$ cat src/rtl/bnn_ctrl_pkg.sv
// Shared definitions for the BNN command controller.
// Holds the FSM state encoding, SPI command bytes, status and error codes,
// and the helper that packs the reply byte {status_code, result}.
package bnn_ctrl_pkg;

  typedef enum logic [2:0] {
    S_IDLE     = 3'd0,
    S_WAIT_IMG = 3'd1,
    S_IMG_RX   = 3'd2,
    S_BNN_RUN  = 3'd3,
    S_RESULT   = 3'd4,
    S_ERROR    = 3'd5,
    S_CLEAR    = 3'd6
  } state_e;

  localparam logic [3:0] STAT_IDLE       = 4'd0;
  localparam logic [3:0] STAT_RX_RDY     = 4'd1;
  localparam logic [3:0] STAT_RX_IMG     = 4'd2;
  localparam logic [3:0] STAT_BNN_BUSY   = 4'd4;
  localparam logic [3:0] STAT_RESULT_RDY = 4'd8;
  localparam logic [3:0] STAT_ERROR      = 4'd14;

  localparam logic [7:0] CMD_IMG_SEND    = 8'hFE;
  localparam logic [7:0] CMD_CLEAR       = 8'hFD;
  localparam logic [7:0] CMD_READ_RESULT = 8'hFC;
  localparam logic [7:0] CMD_STATUS      = 8'hFB;

  localparam logic [1:0] ERR_NONE     = 2'd0;
  localparam logic [1:0] ERR_TIMEOUT  = 2'd1;
  localparam logic [1:0] ERR_OVERFLOW = 2'd2;
  localparam logic [1:0] ERR_UNKNOWN  = 2'd3;

  // Status sits in the top nibble of a data_w-bit reply; result is
  // zero-extended below it. Caller truncates to its own byte width.
  function automatic logic [31:0] pack_tx(input logic [3:0]  status,
                                          input logic [31:0] result,
                                          input int unsigned data_w);
    return (32'(status) << (data_w - 32'd4)) | result;
  endfunction

endpackage

$ cat src/rtl/bnn_cmd_controller_if.sv
// Bundle of all SPI, image-buffer and BNN-core signals seen by the controller.
//   master : controller side (drives rx_enable, spi_tx_*, status/err, buf_wr_*,
//            buf_clear, bnn_start)
//   slave  : environment side (drives spi_rx_*, buf_wr_ready, buf_empty,
//            bnn_done, bnn_result)
interface bnn_cmd_controller_if #(
  parameter int unsigned DATA_W   = 8,
  parameter int unsigned ADDR_W   = 7,
  parameter int unsigned RESULT_W = 4
);
  logic [DATA_W-1:0]   spi_rx_data;
  logic                spi_rx_valid;
  logic                rx_enable;
  logic [DATA_W-1:0]   spi_tx_data;
  logic                spi_tx_load;
  logic [3:0]          status_code;
  logic [1:0]          err_code;
  logic                buf_wr_req;
  logic                buf_wr_ready;
  logic [ADDR_W-1:0]   buf_wr_addr;
  logic [DATA_W-1:0]   buf_wr_data;
  logic                buf_clear;
  logic                buf_empty;
  logic                bnn_start;
  logic                bnn_done;
  logic [RESULT_W-1:0] bnn_result;

  modport master (
    input  spi_rx_data, spi_rx_valid, buf_wr_ready, buf_empty, bnn_done, bnn_result,
    output rx_enable, spi_tx_data, spi_tx_load, status_code, err_code,
           buf_wr_req, buf_wr_addr, buf_wr_data, buf_clear, bnn_start
  );

  modport slave (
    output spi_rx_data, spi_rx_valid, buf_wr_ready, buf_empty, bnn_done, bnn_result,
    input  rx_enable, spi_tx_data, spi_tx_load, status_code, err_code,
           buf_wr_req, buf_wr_addr, buf_wr_data, buf_clear, bnn_start
  );
endinterface

$ cat src/rtl/bnn_cmd_controller_byte_edge_detect.sv
// Turns the SPI slave's level valid into a single-cycle new_byte strobe.
//   clk, rst_n : clock, async active-low reset
//   valid      : level valid from the SPI slave
//   new_byte   : high for the one cycle where valid rises
module byte_edge_detect (
  input  logic clk,
  input  logic rst_n,
  input  logic valid,
  output logic new_byte
);
  logic valid_q;

  // NOTE: sequential state uses non-blocking assignments so every register
  // samples pre-edge values regardless of process ordering.
  always_ff @(posedge clk or negedge rst_n) begin
    if (!rst_n) valid_q <= 1'b0;
    else        valid_q <= valid;
  end

  assign new_byte = valid & ~valid_q;
endmodule

$ cat src/rtl/bnn_cmd_controller.sv
// SPI command controller between SPI slave, image buffer and BNN core.
// Decodes command bytes, streams IMG_BYTES image bytes into the buffer,
// starts the BNN, latches its result and reports status over SPI.
//   clk, rst_n : clock, async active-low reset
//   bus        : bnn_cmd_controller_if.master (all SPI/buffer/BNN signals)
// Every output is registered: a byte detected at cycle N acts at N+1.
module bnn_cmd_controller
  import bnn_ctrl_pkg::*;
#(
  parameter int unsigned DATA_W         = 8,
  parameter int unsigned IMG_BYTES      = 113,
  parameter int unsigned ADDR_W         = 7,
  parameter int unsigned RESULT_W       = 4,
  parameter int unsigned TIMEOUT_CYCLES = 100000
) (
  input logic                 clk,
  input logic                 rst_n,
  bnn_cmd_controller_if.master bus
);
  localparam int unsigned TO_W = $clog2(TIMEOUT_CYCLES) + 1;
  localparam logic [ADDR_W-1:0] LAST_ADDR = ADDR_W'(IMG_BYTES - 1);
  localparam logic [TO_W-1:0]   TO_LAST   = TO_W'(TIMEOUT_CYCLES - 1);
  localparam logic [DATA_W-1:0] C_IMG     = DATA_W'(CMD_IMG_SEND);
  localparam logic [DATA_W-1:0] C_CLR     = DATA_W'(CMD_CLEAR);
  localparam logic [DATA_W-1:0] C_RD      = DATA_W'(CMD_READ_RESULT);
  localparam logic [DATA_W-1:0] C_STAT    = DATA_W'(CMD_STATUS);

  logic new_byte;

  byte_edge_detect u_edge (
    .clk      (clk),
    .rst_n    (rst_n),
    .valid    (bus.spi_rx_valid),
    .new_byte (new_byte)
  );

  state_e              state_q, state_d;
  logic [ADDR_W-1:0]   addr_q, addr_d;
  logic [RESULT_W-1:0] result_q, result_d;
  logic [1:0]          err_q, err_d;
  logic [3:0]          status_q, status_d;
  logic [TO_W-1:0]     tcnt_q, tcnt_d;
  logic                tx_load_q, tx_load_d;
  logic                wr_req_q, wr_req_d;
  logic [ADDR_W-1:0]   wr_addr_q, wr_addr_d;
  logic [DATA_W-1:0]   wr_data_q, wr_data_d;
  logic                start_q, start_d;
  logic                rx_en_q, clear_q;
  logic [DATA_W-1:0]   tx_data_q;

  logic [DATA_W-1:0] rx_byte;
  assign rx_byte = bus.spi_rx_data;

  // NOTE: every variable gets a default before the case so no path leaves
  // one unassigned, which would otherwise infer a latch.
  always_comb begin
    state_d   = state_q;
    addr_d    = addr_q;
    result_d  = result_q;
    err_d     = err_q;
    status_d  = status_q;
    tcnt_d    = new_byte ? '0 : tcnt_q;
    tx_load_d = 1'b0;
    wr_req_d  = 1'b0;
    wr_addr_d = wr_addr_q;
    wr_data_d = wr_data_q;
    start_d   = 1'b0;

    case (state_q)
      S_IDLE: if (new_byte) begin
        if (rx_byte == C_IMG) begin
          state_d  = S_WAIT_IMG;
          status_d = STAT_RX_RDY;
          addr_d   = '0;
          tcnt_d   = '0;
        end else if (rx_byte == C_CLR) begin
          state_d  = S_CLEAR;
        end else if (rx_byte == C_STAT) begin
          tx_load_d = 1'b1;
        end else begin
          state_d  = S_ERROR;
          status_d = STAT_ERROR;
          err_d    = ERR_UNKNOWN;
        end
      end

      // Image bytes are pure data: no command decode here, 0xFD included.
      S_WAIT_IMG, S_IMG_RX: begin
        if (new_byte) begin
          if (!bus.buf_wr_ready) begin
            state_d  = S_ERROR;
            status_d = STAT_ERROR;
            err_d    = ERR_OVERFLOW;
          end else begin
            wr_req_d  = 1'b1;
            wr_addr_d = addr_q;
            wr_data_d = rx_byte;
            addr_d    = addr_q + ADDR_W'(1);
            if (addr_q == LAST_ADDR) begin
              state_d  = S_BNN_RUN;
              status_d = STAT_BNN_BUSY;
              start_d  = 1'b1;
            end else begin
              state_d  = S_IMG_RX;
              status_d = STAT_RX_IMG;
            end
          end
        end else if (tcnt_q == TO_LAST) begin
          state_d  = S_ERROR;
          status_d = STAT_ERROR;
          err_d    = ERR_TIMEOUT;
        end else begin
          tcnt_d = tcnt_q + TO_W'(1);
        end
      end

      // A clear request outranks a result arriving in the same cycle.
      S_BNN_RUN: begin
        if (new_byte && rx_byte == C_CLR) begin
          state_d = S_CLEAR;
        end else if (bus.bnn_done) begin
          result_d  = bus.bnn_result;
          state_d   = S_RESULT;
          status_d  = STAT_RESULT_RDY;
          tx_load_d = 1'b1;
        end
      end

      S_RESULT: if (new_byte) begin
        if (rx_byte == C_RD || rx_byte == C_STAT) tx_load_d = 1'b1;
        else if (rx_byte == C_CLR)                state_d   = S_CLEAR;
      end

      S_ERROR: if (new_byte) begin
        if (rx_byte == C_CLR)       state_d   = S_CLEAR;
        else if (rx_byte == C_STAT) tx_load_d = 1'b1;
      end

      S_CLEAR: if (bus.buf_empty) begin
        state_d  = S_IDLE;
        status_d = STAT_IDLE;
      end

      default: begin
        state_d  = S_IDLE;
        status_d = STAT_ERROR;
      end
    endcase

    // Entry into CLEAR wipes the image pointer, result and error.
    if (state_d == S_CLEAR && state_q != S_CLEAR) begin
      addr_d   = '0;
      result_d = '0;
      err_d    = ERR_NONE;
    end
  end

  always_ff @(posedge clk or negedge rst_n) begin
    if (!rst_n) begin
      state_q   <= S_IDLE;
      addr_q    <= '0;
      result_q  <= '0;
      err_q     <= ERR_NONE;
      status_q  <= STAT_IDLE;
      tcnt_q    <= '0;
      tx_load_q <= 1'b0;
      wr_req_q  <= 1'b0;
      wr_addr_q <= '0;
      wr_data_q <= '0;
      start_q   <= 1'b0;
      rx_en_q   <= 1'b0;
      clear_q   <= 1'b0;
      tx_data_q <= '0;
    end else begin
      state_q   <= state_d;
      addr_q    <= addr_d;
      result_q  <= result_d;
      err_q     <= err_d;
      status_q  <= status_d;
      tcnt_q    <= tcnt_d;
      tx_load_q <= tx_load_d;
      wr_req_q  <= wr_req_d;
      wr_addr_q <= wr_addr_d;
      wr_data_q <= wr_data_d;
      start_q   <= start_d;
      rx_en_q   <= (state_d != S_CLEAR);
      clear_q   <= (state_d == S_CLEAR);
      tx_data_q <= DATA_W'(pack_tx(status_d, 32'(result_d), DATA_W));
    end
  end

  assign bus.rx_enable   = rx_en_q;
  assign bus.spi_tx_data = tx_data_q;
  assign bus.spi_tx_load = tx_load_q;
  assign bus.status_code = status_q;
  assign bus.err_code    = err_q;
  assign bus.buf_wr_req  = wr_req_q;
  assign bus.buf_wr_addr = wr_addr_q;
  assign bus.buf_wr_data = wr_data_q;
  assign bus.buf_clear   = clear_q;
  assign bus.bnn_start   = start_q;
endmodule
$ cat src/flat_wrapper.sv
// flat-port wrapper written by rule: the top's interface ports become plain ports
module bnn_cmd_controller_flat import bnn_ctrl_pkg::*;
#(
  parameter int unsigned DATA_W         = 8,
  parameter int unsigned IMG_BYTES      = 113,
  parameter int unsigned ADDR_W         = 7,
  parameter int unsigned RESULT_W       = 4,
  parameter int unsigned TIMEOUT_CYCLES = 100000
)
  (clk, rst_n, bus_spi_rx_data, bus_spi_rx_valid, bus_buf_wr_ready, bus_buf_empty, bus_bnn_done, bus_bnn_result, bus_rx_enable, bus_spi_tx_data, bus_spi_tx_load, bus_status_code, bus_err_code, bus_buf_wr_req, bus_buf_wr_addr, bus_buf_wr_data, bus_buf_clear, bus_bnn_start);
  bnn_cmd_controller_if #(.DATA_W(DATA_W), .ADDR_W(ADDR_W), .RESULT_W(RESULT_W)) bus_i ();
  input logic clk;
  input logic rst_n;
  input wire logic [$bits(bus_i.spi_rx_data)-1:0] bus_spi_rx_data;
  input wire logic [$bits(bus_i.spi_rx_valid)-1:0] bus_spi_rx_valid;
  input wire logic [$bits(bus_i.buf_wr_ready)-1:0] bus_buf_wr_ready;
  input wire logic [$bits(bus_i.buf_empty)-1:0] bus_buf_empty;
  input wire logic [$bits(bus_i.bnn_done)-1:0] bus_bnn_done;
  input wire logic [$bits(bus_i.bnn_result)-1:0] bus_bnn_result;
  output wire logic [$bits(bus_i.rx_enable)-1:0] bus_rx_enable;
  output wire logic [$bits(bus_i.spi_tx_data)-1:0] bus_spi_tx_data;
  output wire logic [$bits(bus_i.spi_tx_load)-1:0] bus_spi_tx_load;
  output wire logic [$bits(bus_i.status_code)-1:0] bus_status_code;
  output wire logic [$bits(bus_i.err_code)-1:0] bus_err_code;
  output wire logic [$bits(bus_i.buf_wr_req)-1:0] bus_buf_wr_req;
  output wire logic [$bits(bus_i.buf_wr_addr)-1:0] bus_buf_wr_addr;
  output wire logic [$bits(bus_i.buf_wr_data)-1:0] bus_buf_wr_data;
  output wire logic [$bits(bus_i.buf_clear)-1:0] bus_buf_clear;
  output wire logic [$bits(bus_i.bnn_start)-1:0] bus_bnn_start;
  assign bus_i.spi_rx_data = bus_spi_rx_data;
  assign bus_i.spi_rx_valid = bus_spi_rx_valid;
  assign bus_i.buf_wr_ready = bus_buf_wr_ready;
  assign bus_i.buf_empty = bus_buf_empty;
  assign bus_i.bnn_done = bus_bnn_done;
  assign bus_i.bnn_result = bus_bnn_result;
  assign bus_rx_enable = bus_i.rx_enable;
  assign bus_spi_tx_data = bus_i.spi_tx_data;
  assign bus_spi_tx_load = bus_i.spi_tx_load;
  assign bus_status_code = bus_i.status_code;
  assign bus_err_code = bus_i.err_code;
  assign bus_buf_wr_req = bus_i.buf_wr_req;
  assign bus_buf_wr_addr = bus_i.buf_wr_addr;
  assign bus_buf_wr_data = bus_i.buf_wr_data;
  assign bus_buf_clear = bus_i.buf_clear;
  assign bus_bnn_start = bus_i.bnn_start;
  bnn_cmd_controller #(.DATA_W(DATA_W), .IMG_BYTES(IMG_BYTES), .ADDR_W(ADDR_W), .RESULT_W(RESULT_W), .TIMEOUT_CYCLES(TIMEOUT_CYCLES)) u_core (.clk(clk), .rst_n(rst_n), .bus(bus_i));
endmodule
$ cat config.mk
export PLATFORM = sky130hd
export DESIGN_NAME = bnn_cmd_controller_flat
export DESIGN_NICKNAME = d
export VERILOG_FILES = /design/src/rtl/bnn_ctrl_pkg.sv /design/src/rtl/bnn_cmd_controller_if.sv /design/src/rtl/bnn_cmd_controller_byte_edge_detect.sv /design/src/rtl/bnn_cmd_controller.sv /design/src/flat_wrapper.sv
export SDC_FILE = /design/constraint.sdc
export NUM_CORES = 1
export LEC_CHECK = 0
export ABC_CLOCK_PERIOD_IN_PS = 5000
export CORE_ASPECT_RATIO = 1.2
export CORE_MARGIN = 2
export CORE_UTILIZATION = 47
export DETAILED_ROUTE_END_ITERATION = 10
export GPL_TIMING_DRIVEN = 0
export PLACE_DENSITY = 0.72
export SYNTH_ARGS = -nofsm -noshare
export SYNTH_HDL_FRONTEND = slang
export SYNTH_HIERARCHICAL = 1
export SYNTH_SLANG_ARGS = --single-unit
$ cat constraint.sdc
create_clock -name clk -period 5 [get_ports clk]
set_input_delay 1 -clock clk [delete_from_list [all_inputs] [get_ports clk]]
set_output_delay 1 -clock clk [all_outputs]
set_load 0.01 [all_outputs]
# Word-level counts from Yosys, hierarchy flattened
# Cells that the tools add are included.
[word_totals]
register_bits = 67
in_bits = 18
out_inout_bits = 34
wordCells = 124
[op_classes]
addsub = 2
eq_ne = 24
n_mux = 70
n_bitwise = 3
n_reduce_logical = 10
[op_table]
columns = ["operator", "count"]
rows = [
  ["18-bit 2-to-1 mux", 5],
  ["4-bit 2-to-1 mux", 14],
  ["3-bit 2-to-1 mux", 15],
  ["18-bit one-hot mux with 2 select lines", 1],
  ["7-bit 2-to-1 mux", 5],
  ["8-bit == test (second input constant)", 4],
  ["4-bit one-hot mux with 5 select lines", 1],
  ["18-bit by 1-bit adder with 18-bit output (second input constant)", 1],
  ["18-bit by 17-bit == test with 1-bit output (second input constant)", 1],
  ["3-bit one-hot mux with 6 select lines", 1],
  ["1-bit 2-to-1 mux", 17],
  ["2-bit 2-to-1 mux", 8],
  ["3-bit != test (second input constant)", 5],
  ["7-bit one-hot mux with 2 select lines", 1],
  ["3-bit == test (second input constant)", 4],
  ["3-bit by 1-bit != test with 1-bit output (second input constant)", 3],
  ["8-bit by 4-bit bitwise OR with 8-bit output", 1],
  ["7-bit by 1-bit adder with 7-bit output (second input constant)", 1],
  ["7-bit == test (second input constant)", 1],
  ["7-bit AND reduction", 1],
  ["3-bit by 2-bit == test with 1-bit output (second input constant)", 2],
  ["5-bit AND reduction", 1],
  ["4-bit by 1-bit != test with 1-bit output (second input constant)", 1],
  ["4-bit != test (second input constant)", 1],
  ["12 further kinds", 14],
]

# Longest topological paths before layout
# Gate-level depths: netlist (run 1).
[logic_depth]
word_depth = 10
depth_mapped = 8
depth_no_buf = 7

# Cells and area by module
# The synthesis (run 1) kept the hierarchy.
[modules_own_cells]
columns = ["module", "instances", "cells_per_inst", "area_each_um2", "seq_area_each_um2"]
rows = [
  ["bnn_cmd_controller", 1, 347, 3145.5, 1451.4],
  ["byte_edge_detect", 1, 2, 38.8, 25.0],
]

# Worst setup path before layout (run 1)
# OpenSTA, ideal clock, no wires.
[synth_timing]
kind = "in2reg"
from = "input port bus_spi_rx_data[0]"
to = "register u_core.state_q[1]"
setup_time_ns = 0.131
arrival_ns = 2.510
required_ns = 4.869
path_slack_ns = 2.359
cell_stages = 6
n_path_buf = 1
cell_sequence = "buf_2 > or3b_1 > a2111oi_2 > o22a_2 > nor2_2 > or3_1"
[synth_between]
elab_chain_len = 6
elab_cells_between_ends = 16
classes_between = "eq/ne (4); mux (10); reduce/logical (2)"
[synth_rtl]
columns = ["element", "line", "rtl"]
rows = [
  ["start: declaration", "flat_wrapper.sv:14", "input wire logic [$bits(bus_i.spi_rx_data)-1:0] bus_spi_rx_data;"],
  ["8-bit == test", "bnn_cmd_controller.sv:78, bnn_cmd_controller.sv:130", ""],
  ["3-bit 2-to-1 mux", "bnn_cmd_controller.sv:78", "end else if (rx_byte == C_STAT) begin"],
  ["3-bit 2-to-1 mux", "bnn_cmd_controller.sv:76", "end else if (rx_byte == C_CLR) begin"],
  ["3-bit 2-to-1 mux", "bnn_cmd_controller.sv:71", "if (rx_byte == C_IMG) begin"],
  ["3-bit 2-to-1 mux", "bnn_cmd_controller.sv:70", "S_IDLE: if (new_byte) begin"],
  ["3-bit one-hot mux with 6 select lines *", "bnn_cmd_controller.sv:69", "case (state_q)"],
  ["net u_core.state_d[1]", "bnn_cmd_controller.sv:37", "state_e state_q, state_d;"],
  ["end signal: assignment", "bnn_cmd_controller.sv:175", "state_q <= state_d;"],
  ["end: declaration", "bnn_cmd_controller.sv:37", ""],
]
# The timed path passes the listed nets; every way through them passes the cells marked *.
# A chain may end at the register's enable or synchronous reset.

# Worst setup path after layout (run 1)
[layout_timing]
from = "input port bus_spi_rx_valid"
to = "register u_core.wr_data_q[4], in the netlist u_core/bus.buf_wr_data[4]"
[layout_between]
elab_chain_len = 2
[layout_rtl]
columns = ["element", "line", "rtl"]
rows = [
  ["start: declaration", "flat_wrapper.sv:15", "input wire logic [$bits(bus_i.spi_rx_valid)-1:0] bus_spi_rx_valid;"],
  ["1-bit bitwise AND", "bnn_cmd_controller_byte_edge_detect.sv:20", "assign new_byte = valid & ~valid_q;"],
  ["net u_core.new_byte", "bnn_cmd_controller.sv:28", "logic new_byte;"],
  ["3-bit AND reduction (no source line)", "n/a", ""],
  ["end signal: assignment", "bnn_cmd_controller.sv:184", "wr_data_q <= wr_data_d;"],
  ["end: declaration", "bnn_cmd_controller.sv:46", "logic [DATA_W-1:0] wr_data_q, wr_data_d;"],
]
# The timed path passes the listed nets, and every way through them passes these cells.

==> qor.yml, run 1 <==
outcome:
  status: "finished clean"
pwr:
  swShare_pct: 31.4
  p_switching_mw: 0.488
  seqPwrFrac_pct: 39.7
  internal_power_mw: 1.07
  p_clk_share_pct: 29.1
  total_power_mw: 1.55
  vdd_drop_max_mv: 0.310
  power.density_nw_per_um2: 387
  p_leak_nw: 1.75
  p_comb_share_pct: 31.2
finish:
  num-nets-final: 432
  area_delta_synth_final_pct: 26.2
  fin_cells: 501
  ff_latch_area_um2: 1480
  fillers: 576
  num_antenna_cells: 0
  drive_gt1_share_pct: 8.41
  final_util_pct: 61.9
  multi_input_area_um2: 1560
setup_path:
  reg2reg_from: "u_core/u_edge/valid_q$_DFF_PN0_"
  rr_worst_depth: 8
  cp_data_arrival_time_ns: 3.54
  r2r_end: "u_core/bus.buf_wr_data[4]$_DFFE_PN0P_"
  crit_path_end_kind: "register"
  worstSetupStartpointType: "input port"
  required_ns: 5.27
  r2r_setup_slack_ns: 2.52
  crit_type: "input port to register"
  crit_fanout: 10
floorplanning:
  die-area_um2: 7450
  die_h_um: 94.2
  core_area_um2: 6490
  rows: 32
  initial_core_util_pct: 49.1
  pin_count: 52
  fp.dieW_um: 79.1
logic_synthesis:
  synthAdderAreaFrac_pct: 1.18
  synth.most_common_cell: "dfrtp_1"
  avgSynthCellArea_um2: 9.12
  synth_area_leaders: "dfrtp_1 46%, nand2_1 6.2%, o21ai_0 3.8%"
  seq_area_frac_synth_pct: 46.4
  syn_inst: 349
  synth_top_family_by_area: "simple AND/OR/NAND/NOR gates"
  synth_area_um2: 3180
  synth_xor_xnor_area_share_pct: 4.40
  muxShareOfSynthArea_pct: 1.89
  synth_edf_count: 0
  yosysWarningCount: 6
  synth.top_cell.area_share_pct: 46.4
  yosysTopAreaCell: "dfrtp_1"
  synth_nets: 370
  async_flop_share_pct: 100
  synth_cell_types: 61
  synth-seq-cells: 59
  yosys_most_used_dff: "dfrtp_1"
  synth_compound_area_share_pct: 17.0
  synth_commonest_cells: "59 x dfrtp_1, 53 x nand2_1, 29 x nor2_1, 24 x o21ai_0, 14 x nand3_1"
  synthSimpleGateAreaFrac_pct: 24.5
clock_tree:
  cts_sinks: 59
  post-cts-setup-buffer-count: 0
  ctsResizeCount: 0
  cts_tree: "yes"
  numCtsBuffers: 9
  clk_path_buf_depth: 2
  hold_buffers: 0
  root_buffer: "clkbuf_8"
  htree_levels: 3
  path_clk_slew_ns: 0.06
  insertion_delay_ns: 0.34
sta:
  finalHoldViolations: 0
  tightest_slew_ns: 0.615
  worst_clock_skew_ns: 0.0113
  rsz0062_at_grt: "no"
  period_share_pct: 65.4
  holdWs_ns: 0.475
  final.setup.tns_ns: 0
  slew_violations: 0
  min_period_ns: 3.27
  finalSetupViolations: 0
  maxSlewHeadroom_pct: 58.6
  max_freq_mhz: 306
detailed_routing:
  wl_per_cell_um: 15.3
  dr.first_iter.drc_count: 213
  ant_nets: 0
  vias_per_cell: 5.63
  route.detailed.drc: 0
  num_vias: 2821
  dr.pass1.iters: 4
  drt_wl_total_um: 7650
placed_design:
  dp_cells: 485
  place.gp.congestion: 0.893
  placement.io_buffers: 50
  dp_hpwl_um: 5540
hold_path:
  holdPathEnd: "u_core/bus.buf_wr_data[0]$_DFFE_PN0P_"
  min-delay-start: "u_core/bus.buf_wr_data[0]$_DFFE_PN0P_"
  hp-class: "register to register"
  hold_path_depth: 2
grt:
  grt_max_degree: 39
  antenna_found_initial: 0
  overflow: 0
  grtUsageTotal_pct: 22.0
  grt_pass1_vias: 2732
  grt_pass1_wl_um: 12700
flow_run:
  max_cap_violations: 0
==> final cells by class <==
type,count,area share [%]
clock buffer,11,3.77
clock inverter,5,1.49
sequential,59,36.7
multi-input combinational,257,38.8
timing repair buffer,51,12.8
buffer,20,2.52
tap,85,2.65
inverter,13,1.21
==> critical path, cell delays in order <==
cell,delay [ns]
clkdlybuf4s50_1,0.49
nor2b_4,0.13
clkbuf_1,0.32
nor2b_1,0.42
nand3_1,0.34
clkinv_1,0.31
clkbuf_1,0.36
nand2_1,0.10
nand2_1,0.07
==> how the worst max path moves through the flow <==
stage | startpoint | end | slack, ns | cells after the start
3_3_place_gp | rst_n | u_core/bus.status_code[3]$_DFF_PN0_ | 1.09 | 1
6_report | bus_spi_rx_valid | u_core/bus.buf_wr_data[4]$_DFFE_PN0P_ | 1.73 | 9
3_5_place_dp | bus_spi_rx_valid | u_core/bus.buf_wr_data[6]$_DFFE_PN0P_ | 1.39 | 9
4_1_cts | bus_spi_rx_valid | u_core/bus.buf_wr_data[4]$_DFFE_PN0P_ | 1.74 | 9
2_1_floorplan | bus_spi_rx_data[0] | u_core/state_q[1]$_DFF_PN0_ | 2.36 | 6
5_1_grt | bus_spi_rx_valid | u_core/bus.buf_wr_data[5]$_DFFE_PN0P_ | 1.55 | 9
==> cell usage in the layout (no fill, tap or decap), types with 7 or more instances in the layout <==
cell	instances
dfrtp_1	59
nand2_1	53
clkdlybuf4s50_1	49
nor2_1	29
o21ai_0	24
nand3_1	14
inv_1	12
clkbuf_1	12
xor2_1	12
clkbuf_8	11
a21oi_1	10
or3_1	9
nand4_1	7
==> logic make-up after synthesis <==
| logic type | Yosys count |
|---|---|
| buf+inv | 33 |
| compound gates | 78 |
| xor+xnor | 16 |
| mux | 6 |
| flops | 59 |
| simple gates | 154 |
| fa+ha+maj | 3 |
==> registers in the layout, indices dropped and copies added (netlist names) <==
register	cells
u_core/tcnt_q	18
u_core/bus.buf_wr_data	8
u_core/addr_q	7
u_core/bus.buf_wr_addr	7
u_core/bus.spi_tx_data	7
u_core/state_q	3
u_core/bus.err_code	2
u_core/bus.bnn_start	1
u_core/bus.buf_clear	1
u_core/bus.buf_wr_req	1
u_core/bus.rx_enable	1
u_core/bus.spi_tx_load	1
u_core/bus.status_code	1
u_core/u_edge/valid_q	1
==> metrics by stage <==
stage | setup slack, ns | area, um^2
floorplan | 2.36 | 3180
global placement | 1.09 | 3790
detailed placement | 1.39 | 3810
CTS | 1.74 | 4020
global route | 1.55 | 4020
finish | 1.73 | 4020
==> power groups by stage <==
stage	logic, mW	registers [mW]	clock network, mW
4_1_cts	0.487	0.617	0.464
3_5_place_dp	0.483	0.626	0
6_report	0.485	0.616	0.452
5_1_grt	0.532	0.630	0.484
2_1_floorplan	0.226	0.645	0
3_3_place_gp	0.477	0.623	0
==> per-layer routing <==
layer	wire length, um	global-route usage, %	up-vias
li1	-	-	1373
met1	3410	28.9	1352
met2	3650	35.0	81
met3	398	3.75	15
met4	185	10.9	0
met5	0	0	-
Power figures use the tool's default switching activity.
==> run 2: changes to the inputs <==
--- a/config.mk
+++ b/config.mk
@@ -5,13 +5,13 @@
 export SDC_FILE = /design/constraint.sdc
 export NUM_CORES = 1
 export LEC_CHECK = 0
-export ABC_CLOCK_PERIOD_IN_PS = 5000
+export ABC_CLOCK_PERIOD_IN_PS = 2900
 export CORE_ASPECT_RATIO = 1.2
 export CORE_MARGIN = 2
 export CORE_UTILIZATION = 47
 export DETAILED_ROUTE_END_ITERATION = 10
 export GPL_TIMING_DRIVEN = 0
-export PLACE_DENSITY = 0.72
+export PLACE_DENSITY = 0.74
 export SYNTH_ARGS = -nofsm -noshare
 export SYNTH_HDL_FRONTEND = slang
 export SYNTH_HIERARCHICAL = 1
==> constraint.sdc (replaced) <==
create_clock -name clk -period 2.9 [get_ports clk]
set_input_delay 0.58 -clock clk [delete_from_list [all_inputs] [get_ports clk]]
set_output_delay 0.58 -clock clk [all_outputs]
set_load 0.01 [all_outputs]
==> qor.yml, run 2 (synthesis gave the netlist of run 1 again) <==
detailed_routing:
  vias_per_cell: 5.76
  ant_nets: 0
  wl_per_cell_um: 15.9
  route.detailed.drc: 0
  dr.first_iter.drc_count: 215
  drt_wl_total_um: 7940
  dr.pass1.iters: 4
  num_vias: 2881
flow_run:
  max_cap_violations: 0
placed_design:
  postPlaceCellArea_um2: 3810
  place.gp.congestion: 0.923
  dp_hpwl_um: 5770
  dp_cells: 485
  placement.io_buffers: 50
  place_ws_ns: -0.234
sta:
  rsz0062_at_grt: "no"
  holdWs_ns: 0.176
  slew_violations: 0
  setup_slack_ns: 0.384
  final.setup.tns_ns: 0
  tightest_slew_ns: 0.610
  finalSetupViolations: 0
  maxSlewHeadroom_pct: 58.9
  max_freq_mhz: 397
  min_period_ns: 2.52
  worst_clock_skew_ns: 0.0127
  finalHoldViolations: 0
  period_share_pct: 86.8
pwr:
  p_comb_share_pct: 29.5
  seqPwrFrac_pct: 37.7
  power.density_nw_per_um2: 699
  total_power_mw: 2.83
  p_leak_nw: 1.76
  p_switching_mw: 0.843
  vdd_drop_max_mv: 0.539
  internal_power_mw: 1.99
  swShare_pct: 29.8
  p_clk_share_pct: 32.8
setup_path:
  r2r_setup_slack_ns: 0.69
  crit_path_end_kind: "register"
  crit_fanout: 10
  rr_worst_depth: 6
  crit_path_start: "bus_spi_rx_valid"
  path_cells: "clkdlybuf4s50_1 -> nor2b_4 -> inv_1 -> o41ai_1 -> o22a_2 -> nor2_2 -> or3_1"
  slowest_stage: "o41ai_1"
  reg2reg_from: "u_core/tcnt_q[6]$_DFF_PN0_"
  critPathTopFamily: "compound AO/OA/AOI/OAI gates"
  cp_num_buf_inv: 2
  crit_type: "input port to register"
  cp_data_arrival_time_ns: 2.73
  worstSetupStartpointType: "input port"
  required_ns: 3.11
  cpPeakStageDelay_ns: 0.49
  r2r_end: "u_core/state_q[1]$_DFF_PN0_"
grt:
  grt_pass1_wl_um: 13200
  grtUsageTotal_pct: 23.2
  overflow: 0
  grt_pass1_vias: 2809
  grt_max_degree: 41
  antenna_found_initial: 0
clock_tree:
  htree_levels: 3
  hold_buffers: 0
  numCtsBuffers: 9
  path_clk_slew_ns: 0.07
  cts_sinks: 59
  cts_tree: "yes"
  post-cts-setup-buffer-count: 0
  root_buffer: "clkbuf_8"
  clk_path_buf_depth: 2
  insertion_delay_ns: 0.35
finish:
  layout_commonest_cell: "dfrtp_1"
  max_flop_register: "u_core/tcnt_q"
  fin_cells: 500
  stdcell_area_um2: 4050
  layout_common_cells: "59 x dfrtp_1, 53 x nand2_1, 49 x clkdlybuf4s50_1, 29 x nor2_1, 24 x o21ai_0"
  drive_gt1_share_pct: 8.19
  area_delta_synth_final_pct: 27.1
  num-nets-final: 431
  largest_reg_flops: 18
  num_antenna_cells: 0
  final_util_pct: 62.4
floorplanning:
  rows: 32
  fp.dieW_um: 79.1
  die_h_um: 94.2
  initial_core_util_pct: 49.1
  die-area_um2: 7450
  pin_count: 52
  core_area_um2: 6490
outcome:
  status: "finished clean"
hold_path:
  hp-class: "input port to async pin"
-- run 2: power by group through the flow --
stage | logic [mW] | clock network (mW) | registers (mW)
floorplan | 0.390 | 0 | 1.11
global placement | 0.819 | 0 | 1.08
detailed placement | 0.836 | 0 | 1.08
CTS | 0.840 | 0.947 | 1.06
global route | 0.918 | 0.981 | 1.09
finish | 0.835 | 0.929 | 1.07
-- run 2: cell type report --
cell class	instances	area, um^2
clock inverters	4	97.6
clock buffers	12	145
multi-input cells	257	1560
inverters	13	48.8
plain buffers	19	97.6
well taps	85	106
repair buffers	51	515
fillers	574	2440
flip-flops and latches	59	1480
-- run 2: worst register-to-register path: cells and delay by family (launching register included) --
family / cells / cell delay [ns]
AND/OR/NAND/NOR: 3 / 1.23
flip-flops: 1 / 0.43
AO/OA/AOI/OAI: 2 / 0.26
buffers and inverters: 1 / 0.16
-- run 2: repair_timing --
item,CTS,global route
setup endpoints to repair,0,10
hold endpoints to repair,0,0
gates resized for setup,0,1
-- run 2: metal layers --
layer	wire [um]	GRT usage, %	share of wire (%)	up-vias
li1	-	-	-	1377
met1	3440	29.1	43	1393
met2	3870	37.6	49	92
met3	438	4.42	5.5	19
met4	182	12.4	2.3	0
met5	0	0	0	-
-- run 2: worst max path at each step --
stage                                            end  depth (start not counted)
6_report                 u_core/state_q[1]$_DFF_PN0_                          7
5_1_grt                  u_core/state_q[1]$_DFF_PN0_                          6
3_5_place_dp   u_core/bus.buf_wr_data[4]$_DFFE_PN0P_                          9
2_1_floorplan            u_core/state_q[1]$_DFF_PN0_                          6
3_3_place_gp     u_core/bus.status_code[3]$_DFF_PN0_                          1
4_1_cts        u_core/bus.buf_wr_data[4]$_DFFE_PN0P_                          9
==> edit 1, RTL diff (config.mk and constraints of run 2) <==
Re-encode `state_e` (7 states) as one-hot, 7 bits wide.
--- a/src/rtl/bnn_ctrl_pkg.sv
+++ b/src/rtl/bnn_ctrl_pkg.sv
@@ -5,10 +5,10 @@
 
-  typedef enum logic [2:0] {
-    S_IDLE     = 3'd0,
-    S_WAIT_IMG = 3'd1,
-    S_IMG_RX   = 3'd2,
-    S_BNN_RUN  = 3'd3,
-    S_RESULT   = 3'd4,
-    S_ERROR    = 3'd5,
-    S_CLEAR    = 3'd6
+  typedef enum logic [6:0] {
+    S_IDLE     = 7'b0000001,
+    S_WAIT_IMG = 7'b0000010,
+    S_IMG_RX   = 7'b0000100,
+    S_BNN_RUN  = 7'b0001000,
+    S_RESULT   = 7'b0010000,
+    S_ERROR    = 7'b0100000,
+    S_CLEAR    = 7'b1000000
   } state_e;
Formal check against the unedited RTL: no difference found for any inputs over 10 cycles, from zero or initial values and one cycle with rst_n low; not proved beyond that.
==> edit 1 against run 2 <==
Total power decreased by 23%; wire length decreased by 2.3%; sequential power decreased by 11%; maximum frequency increased by 2.8%; final area increased by 1.5%; combinational power decreased by 47%; largest power group unchanged; worst hold slack improved by 0.13 ns; sequential cell count increased by 4; critical path depth increased by 1; utilization decreased by 2.1 points; setup slack improved by 0.069 ns; via count decreased by 0.59%; global-route usage decreased by 1.1 points; synthesized area increased by 3.9%.
==> edit 1: results (changes against run 2) <==
Logic synthesis
Sorting the synthesized cells by area gives the leading types as sky130_fd_sc_hd__dfrtp_1 (47%), sky130_fd_sc_hd__nand2_1 (6.9%), sky130_fd_sc_hd__nor2_1 (4.3%), sky130_fd_sc_hd__o21ai_0 (3.3%), sky130_fd_sc_hd__xnor2_1 (2.4%). The mean cell area of the mapped netlist was 9.11 um2 (-0.12%). In the synthesized netlist, the cells that appear most often are sky130_fd_sc_hd__dfrtp_1 (62), sky130_fd_sc_hd__nand2_1 (61), sky130_fd_sc_hd__nor2_1 (38).

The register area share after synthesis is 47.7% (+1.3 points). The total nets after synthesis was 384 (+3.8%).

Finish
The final-layout fill cell count is 610 (+6.3%). From synthesis to final layout, the design area changed by 24.2%.

Place
The pre-CTS worst setup slack is 0.0992 ns (+0.333 ns). The post-DP HPWL is 5550 um (-3.8%). The global placement routability congestion is 0.884 (-4.2%).

The instance area after placement came to 3910 um2 (+2.6%).

Critical path
The data arrival time of the critical path came to 2.69 ns (-0.04 ns). The biggest fanout along the worst timing path came to 8 (-2). In this run the critical register-to-register path is captured at u_core/tcnt_q[13]. In this run the worst setup path begins at bus_spi_rx_data[7]. The internal reg-to-reg setup slack is 0.52 ns (-0.17 ns). The worst-case reg-to-reg path depth is 7 (+1). The last element of the critical path is u_core/bus.rx_enable.

GRT
The met2 usage was 35.7% (-1.9 points). The met3 routing resource usage after global routing is 5.07% (+0.64 points). The global-route usage over all layers is 22.1% (-1.1 points). The largest net degree at the start of global routing is 64 (+56%). The met1 demand-to-capacity share in global routing is 28.4% (-0.72 points). The number of global-route vias before repair is 2,834 (+0.89%).

Outcome
The run finished with clean final reports.

STA
The max-slew headroom at the worst pin is 47.5% (-11 points). The clock skew is 0.00998 ns (-0.00276 ns). The minimum hold slack was 0.306 ns (+0.130 ns).

Detailed routing
The routed length on met2 is 3740 um (-3.4%). The wire length on met1 is 3460 um (+0.44%). The total detailed-routing wirelength is 7750 um (-2.3%). The wire length on met3 is 427 um (-2.5%).

Power and ir drop
The net switching component of the power is 0.000654 W (-22%).
edit 1: power by group through the flow:
stage	Combinational, W	Clock (W)	Sequential (W)
6_report	0.000444	0.000786	0.000951
5_1_grt	0.000488	0.000836	0.000957
4_1_cts	0.000440	0.000802	0.000953
3_5_place_dp	0.000438	0	0.000970
3_3_place_gp	0.000435	0	0.000970
2_1_floorplan	0.000256	0	0.000970
edit 1: critical path, stage by stage:
cell and delay (ns):
sky130_fd_sc_hd__clkdlybuf4s50_1 0.48, sky130_fd_sc_hd__and4_1 0.19, sky130_fd_sc_hd__clkbuf_1 0.23, sky130_fd_sc_hd__a41o_1 0.26, sky130_fd_sc_hd__nand2_1 0.09, sky130_fd_sc_hd__a21oi_1 0.59
sky130_fd_sc_hd__or2_2 0.24, sky130_fd_sc_hd__inv_2 0.03
edit 1: layout make-up:
class	instances	area share, %
Clock inverter	7	1.95
Buffer	21	2.77
Clock buffer	9	3.01
Inverter	10	0.914
Sequential cell	63	38.4
Tap cell	87	2.65
Multi-Input combinational cell	269	38.4
Timing Repair Buffer	49	11.9
edit 1: logic make-up (layout without fill, tap and decap cells):
family          Yosys count  after routing  share of synthesized area (%)
xor+xnor                 17             17                           4.50
fa+ha+maj                 3              3                           1.13
simple gates            178            178                           27.9
compound gates           63             63                           11.7
buf+inv                  31             96                           4.58
flops                    63             63                           47.7
mux                       8              8                           2.50
edit 1: per-stage QoR:
| step | total power, W | setup TNS, ns |
|---|---|---|
| floorplan | 0.00123 | 0 |
| global placement | 0.00140 | -49.65 |
| detailed placement | 0.00141 | 0 |
| CTS | 0.00219 | 0 |
| global route | 0.00228 | 0 |
| finish | 0.00218 | 0 |
==> edit 2, RTL diff (config.mk and constraints of run 2) <==
Made on the original files. `ADDR_W` is set to 7 in 3 places; all go to 5.
--- a/src/rtl/bnn_cmd_controller_if.sv
+++ b/src/rtl/bnn_cmd_controller_if.sv
@@ -7,3 +7,3 @@
   parameter int unsigned DATA_W   = 8,
-  parameter int unsigned ADDR_W   = 7,
+  parameter int unsigned ADDR_W   = 5,
   parameter int unsigned RESULT_W = 4
--- a/src/rtl/bnn_cmd_controller.sv
+++ b/src/rtl/bnn_cmd_controller.sv
@@ -11,3 +11,3 @@
   parameter int unsigned IMG_BYTES      = 113,
-  parameter int unsigned ADDR_W         = 7,
+  parameter int unsigned ADDR_W         = 5,
   parameter int unsigned RESULT_W       = 4,
--- a/src/flat_wrapper.sv
+++ b/src/flat_wrapper.sv
@@ -5,3 +5,3 @@
   parameter int unsigned IMG_BYTES      = 113,
-  parameter int unsigned ADDR_W         = 7,
+  parameter int unsigned ADDR_W         = 5,
   parameter int unsigned RESULT_W       = 4,
Interface: changed (resized bus_buf_wr_addr); port bits go from 52 to 50. No check against the original RTL was run, so the function may have changed too.
==> edit 2 against run 2 <==
Synthesized area fell by 2.8%; clock power decreased by 51%; sequential cell count is 4 lower; setup slack lost 0.22 ns; critical path type unchanged; highest routed layer unchanged; non-clock buffer count shrank 1; final area shrank 6.6%; utilization decreased by 3.4 points; wire length down 8.5%; total power is 1.3% lower.
==> edit 2: results (changes against run 2) <==
Place
The instance area after placement is 3690 um2 (-3.2%). The pre-CTS worst setup slack is -0.0962 ns (+0.138 ns).

Finish
The sequential standard cell area was 1380 um2 (-6.8%). The end-of-flow core utilization is 59.0% (-3.4 points). The final-layout non-clock buffer area share is 16.2% (+1.1 points). The fraction of final layout cells sized beyond drive strength 1 is 15.8% (+7.6 points). The number of sequential cells in the layout is 55 (-6.8%).

The proportion of cell area spent on the clock network was 2.51% (-3.5 points).

Logic synthesis
Sorting the synthesized cells by how often they occur yields sky130_fd_sc_hd__dfrtp_1 (55), sky130_fd_sc_hd__nand2_1 (24), sky130_fd_sc_hd__a21oi_1 (23). The instance count of the mapped netlist is 312 (-11%).

GRT
The global-route usage over all layers is 20.5% (-2.7 points). The first-pass GRT wire length was 12,000 um (-9.1%). The met1 demand-to-capacity share in global routing is 26.8% (-2.4 points). The met2 usage is 34.8% (-2.8 points). The met3 routing resource usage after global routing is 2.92% (-1.5 points).

Critical path
The slowest stage of the critical path belongs to the cell sky130_fd_sc_hd__a2111oi_0. The biggest fanout along the worst timing path is 4 (-6).

Detailed routing
The number of optimization iterations in the first detailed-route pass is 5 (+1). The wire length on met3 was 353 um (-19%). The via count came to 2,692 (-6.6%).

Floorplanning
The horizontal extent of the die was 78.1 um (-1.4%).

Clocking
The clock transition at the registers of the reported paths is 0.11 ns (+0.04 ns). The insertion delay of the later-clocked pin in the worst-skew pair is 0.31 ns (-0.04 ns). The number of H-tree levels is 2 (-1).

STA
The clock skew is 0.0107 ns (-0.00203 ns).

Outcome
The run finished with clean final reports.
[edit 2: cell types whose count changed after synthesis, moves of 4 or more]
cell	delta
sky130_fd_sc_hd__nand2_1	-29
sky130_fd_sc_hd__or3_1	-7
sky130_fd_sc_hd__xor2_1	-10
sky130_fd_sc_hd__or4_2	+6
sky130_fd_sc_hd__o2111ai_1	-5
sky130_fd_sc_hd__o31ai_1	+10
sky130_fd_sc_hd__o21ai_0	-13
sky130_fd_sc_hd__nor2_1	-13
sky130_fd_sc_hd__a21oi_1	+13
sky130_fd_sc_hd__mux2i_1	-5
sky130_fd_sc_hd__dfrtp_1	-4
sky130_fd_sc_hd__mux2_2	+14
sky130_fd_sc_hd__a211oi_1	+4
[edit 2: kinds of logic (layout without fill, tap and decap cells)]
kind of cell	count (synthesis)	after routing	share of synthesized area (%)
and+or+nand+nor	111	111	22.0
DFF	55	55	44.5
xor gates and xnor gates	7	7	1.98
AOI/OAI and AO/OA	83	83	18.0
muxes	16	16	5.90
buffers and inverters	35	91	5.82
adders and majority gates	5	5	1.86
[edit 2: final timing paths]
path / start / to / slack [ns] / depth (start not counted)
hold reg to reg: u_core/tcnt_q[17] / u_core/tcnt_q[17] / 0.51 / 1
hold / removal: rst_n / u_core/tcnt_q[1] / 0.17 / 1
max in group asynchronous: rst_n / u_core/bus.buf_wr_data[5] / 2.19 / 2
setup reg to reg: u_core/u_edge/valid_q / u_core/addr_q[0] / 0.53 / 6
min in group clk: u_core/tcnt_q[17] / u_core/tcnt_q[17] / 0.51 / 1
setup / recovery: bus_spi_rx_valid / u_core/addr_q[0] / 0.17 / 7
[edit 2: power by group]
part	switching [W]	internal [W]
sequential	0.000115	0.000935
clock	0.000275	0.000179
combinational	0.000657	0.000631
